[src/rtl/minmax_window.sv]
// Windowed min / max / saturated-abs-peak level detector for the AGC path.
// Reduces each block of WINDOW_LEN accepted signed samples to a single strobed result.
module minmax_window #(
  parameter  int WIDTH      = 8,
  parameter  int WINDOW_LEN = 16,
  localparam int CNT_W      = $clog2(WINDOW_LEN + 1)
) (
  input  logic                    clk,
  input  logic                    reset,
  input  logic                    enb,
  input  logic                    clear,
  input  logic                    in_valid,
  input  logic signed [WIDTH-1:0] in_data,
  input  logic        [1:0]       mode,
  output logic                    out_valid,
  output logic signed [WIDTH-1:0] out_data,
  output logic signed [WIDTH-1:0] run_data,
  output logic                    busy,
  output logic        [CNT_W-1:0] sample_cnt
);

  typedef enum logic [0:0] {
    ST_EMPTY = 1'b0,
    ST_ACCUM = 1'b1
  } state_t;

  localparam logic [1:0]             MODE_MIN = 2'b01;
  localparam logic [1:0]             MODE_ABS = 2'b10;
  localparam logic signed [WIDTH-1:0] MAX_POS = {1'b0, {(WIDTH-1){1'b1}}};
  localparam logic signed [WIDTH-1:0] MIN_NEG = {1'b1, {(WIDTH-1){1'b0}}};
  localparam logic [CNT_W-1:0]       LAST_CNT = CNT_W'(WINDOW_LEN - 1);

  state_t                  state_q;
  logic        [1:0]       mode_q;
  logic signed [WIDTH-1:0] acc_q;
  logic signed [WIDTH-1:0] acc_d;
  logic signed [WIDTH-1:0] out_data_q;
  logic                    out_valid_q;
  logic                    busy_q;
  logic        [CNT_W-1:0] cnt_q;
  logic        [1:0]       mode_eff_s;
  logic signed [WIDTH-1:0] fx_s;
  logic                    last_s;

  // Sample transform, reduction and window-completion detect.
  // The first sample of a window uses the live mode; later ones use the latched mode.
  always_comb begin
    mode_eff_s = mode_q;
    fx_s       = in_data;
    acc_d      = acc_q;
    last_s     = 1'b0;

    if (state_q == ST_EMPTY) begin
      mode_eff_s = mode;
    end else begin
      mode_eff_s = mode_q;
    end

    case (mode_eff_s)
      MODE_ABS: begin
        if (in_data == MIN_NEG) begin
          fx_s = MAX_POS;
        end else if (in_data[WIDTH-1]) begin
          fx_s = -in_data;
        end else begin
          fx_s = in_data;
        end
      end
      default: fx_s = in_data;
    endcase

    // Strict compares so that ties keep the existing accumulator.
    if (state_q == ST_EMPTY) begin
      acc_d = fx_s;
    end else if (mode_eff_s == MODE_MIN) begin
      acc_d = (fx_s < acc_q) ? fx_s : acc_q;
    end else begin
      acc_d = (fx_s > acc_q) ? fx_s : acc_q;
    end

    if (state_q == ST_EMPTY) begin
      last_s = (WINDOW_LEN == 1);
    end else begin
      last_s = (cnt_q == LAST_CNT);
    end
  end

  // Window FSM, accumulator and registered outputs.
  always_ff @(posedge clk) begin
    if (reset) begin
      state_q     <= ST_EMPTY;
      mode_q      <= 2'b00;
      acc_q       <= '0;
      out_data_q  <= '0;
      out_valid_q <= 1'b0;
      busy_q      <= 1'b0;
      cnt_q       <= '0;
    end else begin
      // The strobe is single-cycle even when enb drops right after it.
      out_valid_q <= 1'b0;
      if (enb) begin
        if (clear) begin
          state_q <= ST_EMPTY;
          busy_q  <= 1'b0;
          cnt_q   <= '0;
        end else if (in_valid) begin
          acc_q <= acc_d;
          if (state_q == ST_EMPTY) begin
            mode_q <= mode;
          end else begin
            mode_q <= mode_q;
          end
          if (last_s) begin
            out_data_q  <= acc_d;
            out_valid_q <= 1'b1;
            state_q     <= ST_EMPTY;
            busy_q      <= 1'b0;
            cnt_q       <= '0;
          end else begin
            state_q <= ST_ACCUM;
            busy_q  <= 1'b1;
            cnt_q   <= cnt_q + CNT_W'(1);
          end
        end else begin
          state_q <= state_q;
        end
      end else begin
        state_q <= state_q;
      end
    end
  end

  assign out_valid  = out_valid_q;
  assign out_data   = out_data_q;
  assign run_data   = acc_q;
  assign busy       = busy_q;
  assign sample_cnt = cnt_q;

endmodule
[config.mk]
export PLATFORM = sky130hd
export DESIGN_NAME = minmax_window
export DESIGN_NICKNAME = d
export VERILOG_FILES = /design/src/rtl/minmax_window.sv
export SDC_FILE = /design/constraint.sdc
export NUM_CORES = 1
export LEC_CHECK = 0
export BUFFER_PORTS_ARGS = -buffer_cell sky130_fd_sc_hd__buf_2
export CAP_MARGIN = 20
export CORE_MARGIN = 2
export CORE_UTILIZATION = 50
export DETAILED_ROUTE_END_ITERATION = 10
export PLACE_DENSITY = 0.75
export SLEW_MARGIN = 20
export SYNTH_ARGS = -nofsm -noshare
export SYNTH_HDL_FRONTEND = slang
export SYNTH_SLANG_ARGS = --single-unit
[constraint.sdc]
create_clock -name clk -period 3.9 [get_ports clk]
set_clock_uncertainty 0.15 [all_clocks]
set_input_delay 0.195 -clock clk [delete_from_list [all_inputs] [get_ports clk]]
set_output_delay 0.195 -clock clk [all_outputs]
set_load 0.01 [all_outputs]
==> results of run 1 <==
-- worst min-delay path, delay by kind of cell --
| family | cells | cell delay, ns |
|---|---|---|
| XOR/XNOR | 1 | 0.14 |
| buffers and inverters | 1 | 0.09 |
| AO/OA/AOI/OAI | 1 | 0.09 |
-- sequential cells by signal, summed over array words and instances, names as in the netlist --
signal,count
busy,1
sample_cnt,5
out_valid,1
run_data,8
out_data,8
mode_q,2
-- power breakdown --
part	internal, W	total, W	switching, W
sequential	0.000261	0.000266	0.00000528
clock	0.0000392	0.000120	0.0000805
combinational	0.0000451	0.000111	0.0000655
-- cell type report --
type | count | area share
Clock inverter | 1 | 0.00403
Timing Repair Buffer | 40 | 0.114
Clock buffer | 3 | 0.0121
Tap cell | 44 | 0.0296
Inverter | 11 | 0.0222
Multi-Input combinational cell | 156 | 0.549
Sequential cell | 25 | 0.269
-- cell usage in the layout (no fill, tap or decap), types with 2 or more instances in the layout --
| master | netlist | layout |
|---|---|---|
| a211o_1 | 2 | 2 |
| a211oi_1 | 4 | 4 |
| a21o_1 | 2 | 2 |
| a21oi_1 | 24 | 24 |
| a311oi_1 | 4 | 4 |
| a31oi_1 | 3 | 3 |
| and4_1 | 2 | 2 |
| buf_2 | 0 | 37 |
| clkbuf_4 | 0 | 3 |
| dfxtp_1 | 25 | 25 |
| dlygate4sd3_1 | 0 | 2 |
| ha_1 | 10 | 10 |
| inv_1 | 11 | 11 |
| mux2i_1 | 4 | 4 |
| nand2_1 | 20 | 20 |
| nand3_1 | 8 | 8 |
| nand3b_1 | 2 | 2 |
| nand4b_1 | 3 | 3 |
| nor2_1 | 18 | 18 |
| nor2b_1 | 3 | 3 |
| nor3_1 | 5 | 5 |
| o2111ai_1 | 4 | 4 |
| o211ai_1 | 3 | 3 |
| o21a_1 | 2 | 2 |
| o21ai_0 | 7 | 7 |
| xnor2_1 | 2 | 2 |
-- per-stage QoR --
step | instances | setup WS (ns) | util | total power, W
2_1_floorplan | 201 | 0.770 | - | 0.000347
3_3_place_gp | 274 | 0.434 | 0.593 | 0.000378
3_5_place_dp | 274 | 0.355 | 0.593 | 0.000379
4_1_cts | 280 | 0.351 | 0.610 | 0.000501
5_1_grt | 280 | 0.0108 | 0.610 | 0.000527
6_report | 280 | 0.315 | 0.610 | 0.000497
-- worst min-delay path by stage --
stage                           start           to  cells after the start
after floorplan               mode[0]    mode_q[0]                      2
after global placement    out_data[5]  out_data[5]                      2
after detailed placement  out_data[5]  out_data[5]                      2
after CTS                  in_data[5]  run_data[5]                      3
after global routing       in_data[5]  run_data[5]                      3
final                      in_data[5]  run_data[5]                      3
-- layer usage --
metal,vias to the layer above,global-route usage
met5,-,0
met3,6,0.0384
met2,48,0.349
li1,823,-
met1,736,0.302
met4,0,0.0621
-- cells by family after synthesis --
kind of cell / count (synthesis)
adder cells (fa/ha/maj): 10
XOR/XNOR: 2
AO/OA/AOI/OAI: 68
buffers and inverters: 20
flip-flops: 25
multiplexers: 4
AND/OR/NAND/NOR: 72
-- synthesized netlist by cell type (all sizes together) (3+ instances only) --
cell / count
a211o: 3
a211oi: 5
a21oi: 24
a311oi: 4
a31oi: 3
clkbuf: 7
dfxtp: 25
ha: 10
inv: 11
mux2i: 4
nand2: 20
nand3: 8
nand4b: 3
nor2: 18
nor2b: 3
nor3: 5
o2111ai: 4
o211ai: 4
o21ai: 8
-- what timing repair did --
item | in CTS | in global routing
resized for setup | 0 | 0
hold buffers | 2 | 0
hold endpoints to repair | 2 | 0
==> out/metrics.cfg, run 1 <==
[cts]
clockBufferDepth = 2
cts_made_buffers = 3
clockRootBuffer = clkbuf_4
cts_tree = yes
htree_levels = 1
cts_setup_buffers = 0
clk_pin_slew_worst_paths_ns = 0.15
worstSkewPairLatency_ns = 0.33
clkSinkCount = 25

[routing]
wl_met2_um = 1670
drtIter0Drc = 48
vias_per_cell = 5.76
wire_per_inst_um = 13.4
drc = 0
dr.pass1.iters = 4
dr_total_vias = 1613
wl_met3_um = 183
postRouteAntennaNets = 0
wl_um = 3750
routed.top_layer = met4
routedLengthMet1_um = 1830

[layout]
nets = 262
num-fill-cells = 312
drive_above_1_share = 0.208
syn_to_final_growth_pct = 15.4
fin_area_sq_um = 1860
n_antenna_cell = 0
multi_input_area_sq_um = 1020
area.sequential_sq_um = 500

[power_and_ir_drop]
ir_drop_mv = 0.161
power_density_nw_per_um2 = 267
p_leak_nw = 0.794

[synth]
yosys.area.top_type = dfxtp_1
synth_edf_count = 0
ys_ff_latch = 25
synth_mux_area_frac = 0.0248
synth_top_cell_area_share = 0.310
synth_compound_area_frac = 0.292
synth-xor-area-share = 0.0109
synthSimpleGateAreaFrac = 0.229
syn_inst = 201
ys_top_cells_by_area = dfxtp_1 (31%), ha_1 (7.8%), a21oi_1 (7.4%)
ys.warnings.count = 0
synth_fa_ha_area_frac = 0.0776
synthDistinctLibCells = 49
seq_area_frac_synth = 0.310
synth_top_family_by_area = compound AO/OA/AOI/OAI gates
async_flop_share = 0
synth_fp_nets = 226
avgSynthCellArea_sq_um = 8.02
ys.flop_type = dfxtp_1
netlist_area_sq_um = 1610

[run_status]
outcome = finished clean

[critical_path]
crit_end = out_data[4]
r2r_start = mode_q[0]
critPathSlowestCell = dlygate4sd3_1
crit_family = compound AO/OA/AOI/OAI gates
reg2reg_depth = 11
worstPathMaxFanout = 11
cp_num_cells = 13
crit_buf_inv = 2
crit_required_ns = 4.01
r2r-end = out_data[4]
cp-startpoint = mode[0]
worstPathCellList = dlygate4sd3_1 -> buf_2 -> nand4bb_1 -> nand2_1 -> a21boi_0 -> a21oi_1 -> ha_1 -> and4_1 -> o2111ai_1 -> a31oi_1 -> o211ai_2 -> mux2i_1 -> a211oi_1
crit_arrival_ns = 3.69
worstSetupPathType = input pin to flip-flop
rrSetupSlack_ns = 0.48
end_kind = flip-flop
start_kind = input pin
crit_path_max_incr_delay_ns = 0.53

[placed_design]
postPlaceCellArea_sq_um = 1810
gp_congestion = 0.912
dpl.hpwl_um = 2840
port_buffers = 37

[sta]
slew_headroom = 0.385
post-route-period-util = 0.919
whs_ns = 0.0711
hold_violations = 0
min_period_ns = 3.59
slew_viol_final = 0
max_freq_mhz = 279
tightest_slew_ns = 0.919
rsz0062_at_grt = no
setup_tns_ns = 0
setup_viol = 0

[die]
rows = 20
io_pins = 38
start_util = 0.528
dieArea_sq_um = 3700
die_w_um = 60.8
core_sq_um = 3050
die_y_um = 60.8

[run]
drv_cap = 0

[global_route]
grt_overflow = 0
track_usage = 0.218
grt_start_max_net_pins = 28
antenna_found_initial = 0
grt_pass1_vias = 1438
grt_pass1_wl_um = 6180

[hold_path]
hold_path.class = input pin to flip-flop

Note: power is estimated with default switching activity, not from simulation.
==> run 2, diff against run 1 <==
GPL_TIMING_DRIVEN = 0   (was not set)
==> run 2 against run 1 <==
Net effect: critical path depth is 1 higher; clock power increased by 4%; non-clock buffer count rose by 7; sequential cell count is the same; fmax is 0.50% higher; critical path type unchanged.
==> out/metrics.cfg, run 2 (synthesis results as in run 1) <==
[routing]
drtIter0Drc = 114  ; +140%
vias_per_cell = 5.60  ; -2.8%
wire_per_inst_um = 14.0  ; +4.6%
postRouteAntennaNets = 0  ; unchanged
drc = 0  ; unchanged
dr_total_vias = 1607  ; -0.37%
wl_um = 4020  ; +7.3%
dr.pass1.iters = 4  ; unchanged

[cts]
cts_tree = yes
clockRootBuffer = clkbuf_4
clkSinkCount = 25  ; unchanged
clockBufferDepth = 2  ; unchanged
clk_pin_slew_worst_paths_ns = 0.15  ; about the same
cts_setup_buffers = 0  ; unchanged
cts_made_buffers = 3  ; unchanged
htree_levels = 1  ; unchanged
worstSkewPairLatency_ns = 0.34  ; about the same

[power_and_ir_drop]
p_leak_nw = 0.806  ; +1.5%
power_density_nw_per_um2 = 265  ; -0.49%
ir_drop_mv = 0.157  ; -2.9%

[global_route]
antenna_found_initial = 0  ; unchanged
track_usage = 0.239  ; +0.0205
grt_start_max_net_pins = 16  ; -43%
grt_pass1_wl_um = 6570  ; +6.2%
grt_overflow = 0  ; unchanged
grt_pass1_vias = 1440  ; +0.14%

[sta]
min_period_ns = 3.57  ; -0.0178 ns
setup_tns_ns = 0  ; unchanged
post-route-period-util = 0.915  ; -0.00455
rsz0062_at_grt = no
setup_viol = 0  ; unchanged
max_freq_mhz = 280  ; +0.50%
hold_violations = 0  ; unchanged
whs_ns = 0.0734  ; +0.00226 ns
slew_viol_final = 0  ; unchanged
tightest_slew_ns = 0.559  ; -0.360 ns
slew_headroom = 0.628  ; +0.242

[layout]
n_antenna_cell = 0  ; unchanged
num-fill-cells = 308  ; -1.3%
layout_commonest_cell = buf_2
drive_above_1_share = 0.206  ; -0.00187
final_cell_mix = buf_2 (36), dfxtp_1 (25), a21oi_1 (24)
syn_to_final_growth_pct = 18.1
nets = 269  ; +2.7%

[placed_design]
port_buffers = 36  ; -2.7%
dpl.hpwl_um = 3100  ; +9.1%
gp_congestion = 0.872  ; -4.3%

[die]
io_pins = 38  ; unchanged
rows = 20  ; unchanged
dieArea_sq_um = 3700  ; unchanged
die_w_um = 60.8  ; unchanged
die_y_um = 60.8  ; unchanged
core_sq_um = 3050  ; unchanged
start_util = 0.528  ; unchanged

[critical_path]
worstSetupPathType = input pin to flip-flop
critPathSlowestCell = dlygate4sd3_1
worstPathMaxFanout = 10  ; -1
end_kind = flip-flop
crit_required_ns = 4.01  ; about the same
crit_arrival_ns = 3.68  ; about the same
crit_path_max_incr_delay_ns = 0.53  ; about the same
start_kind = input pin
worstPathCellList = dlygate4sd3_1 -> buf_2 -> nand4bb_1 -> nand2_1 -> a21boi_0 -> a21oi_1 -> ha_1 -> and4_1 -> a221oi_1 -> a211o_2 -> o211ai_2 -> buf_6 -> mux2i_1 -> a211oi_2

[run]
drv_cap = 0  ; unchanged

[run_status]
outcome = finished clean

[hold_path]
hold_path.class = input pin to flip-flop

## run 2: changes by cell type in the layout (fill, tap and decap cells not counted)
cell      previous run  this run
clkbuf_1             0         7
buf_6                0         2
a31oi_2              0         1
buf_2               37        36
buf_4                1         0
a31oi_1              3         2
## run 2: final cells by class
class | count | area, sq um | share of cell area
inverters | 11 | 41.3 | 0.0217
plain buffers | 9 | 48.8 | 0.0256
well taps | 44 | 55.1 | 0.0289
multi-input cells | 156 | 1030 | 0.540
clock inverters | 1 | 7.51 | 0.00394
repair buffers | 38 | 200 | 0.105
clock buffers | 3 | 22.5 | 0.0118
flip-flops and latches | 25 | 500 | 0.263
## run 2: repair_timing
| item | CTS | global route |
|---|---|---|
| setup endpoints to repair | 0 | 1 |
| endpoints found under the hold margin | 2 | 0 |
| resized for setup | 0 | 1 |
| hold buffers | 2 | 0 |
## run 2: through the flow
stage | worst slack (ns) | power, W | util | instances | instance area, sq um
after floorplan | 0.770 | 0.000347 | - | 201 | 1610
after global placement | 0.322 | 0.000382 | 0.605 | 281 | 1850
after detailed placement | 0.298 | 0.000383 | 0.605 | 281 | 1850
after CTS | 0.264 | 0.000504 | 0.622 | 287 | 1900
after global routing | 0.146 | 0.000533 | 0.624 | 287 | 1900
final | 0.332 | 0.000506 | 0.624 | 287 | 1900
## run 2: final timing paths
| kind | from | end | slack [ns] | depth (start not counted) |
|---|---|---|---|---|
| setup / recovery | mode[0] | out_data[6] | 0.33 | 14 |
| hold / removal | in_data[5] | run_data[5] | 0.07 | 3 |
| setup reg to reg | busy | out_data[6] | 0.35 | 13 |
| hold reg to reg | out_data[1] | out_data[1] | 0.31 | 2 |
## run 2: worst max-delay path, delay by kind of cell
kind | cells | cell delay (ns)
adder cells (fa/ha/maj) | 1 | 0.33
AND/OR/NAND/NOR | 3 | 0.64
AO/OA/AOI/OAI | 6 | 1.55
multiplexers | 1 | 0.12
buffers and inverters | 3 | 0.84
## run 2: power breakdown
part / internal [W] / leakage, nW / switching, W
sequential: 0.000261 / 0.202 / 0.00000531
combinational: 0.0000470 / 0.589 / 0.0000674
clock: 0.0000394 / 0.0139 / 0.0000855
total: 0.000347 / 0.806 / 0.000158
## run 2: per-layer routing
| layer | global-route usage | up-vias | routed length [um] |
|---|---|---|---|
| met5 | 0 | - | 0 |
| met4 | 0.0963 | 0 | 57 |
| met3 | 0.0384 | 5 | 205 |
| met2 | 0.384 | 36 | 1850 |
| met1 | 0.319 | 730 | 1910 |
| li1 | - | 836 | - |
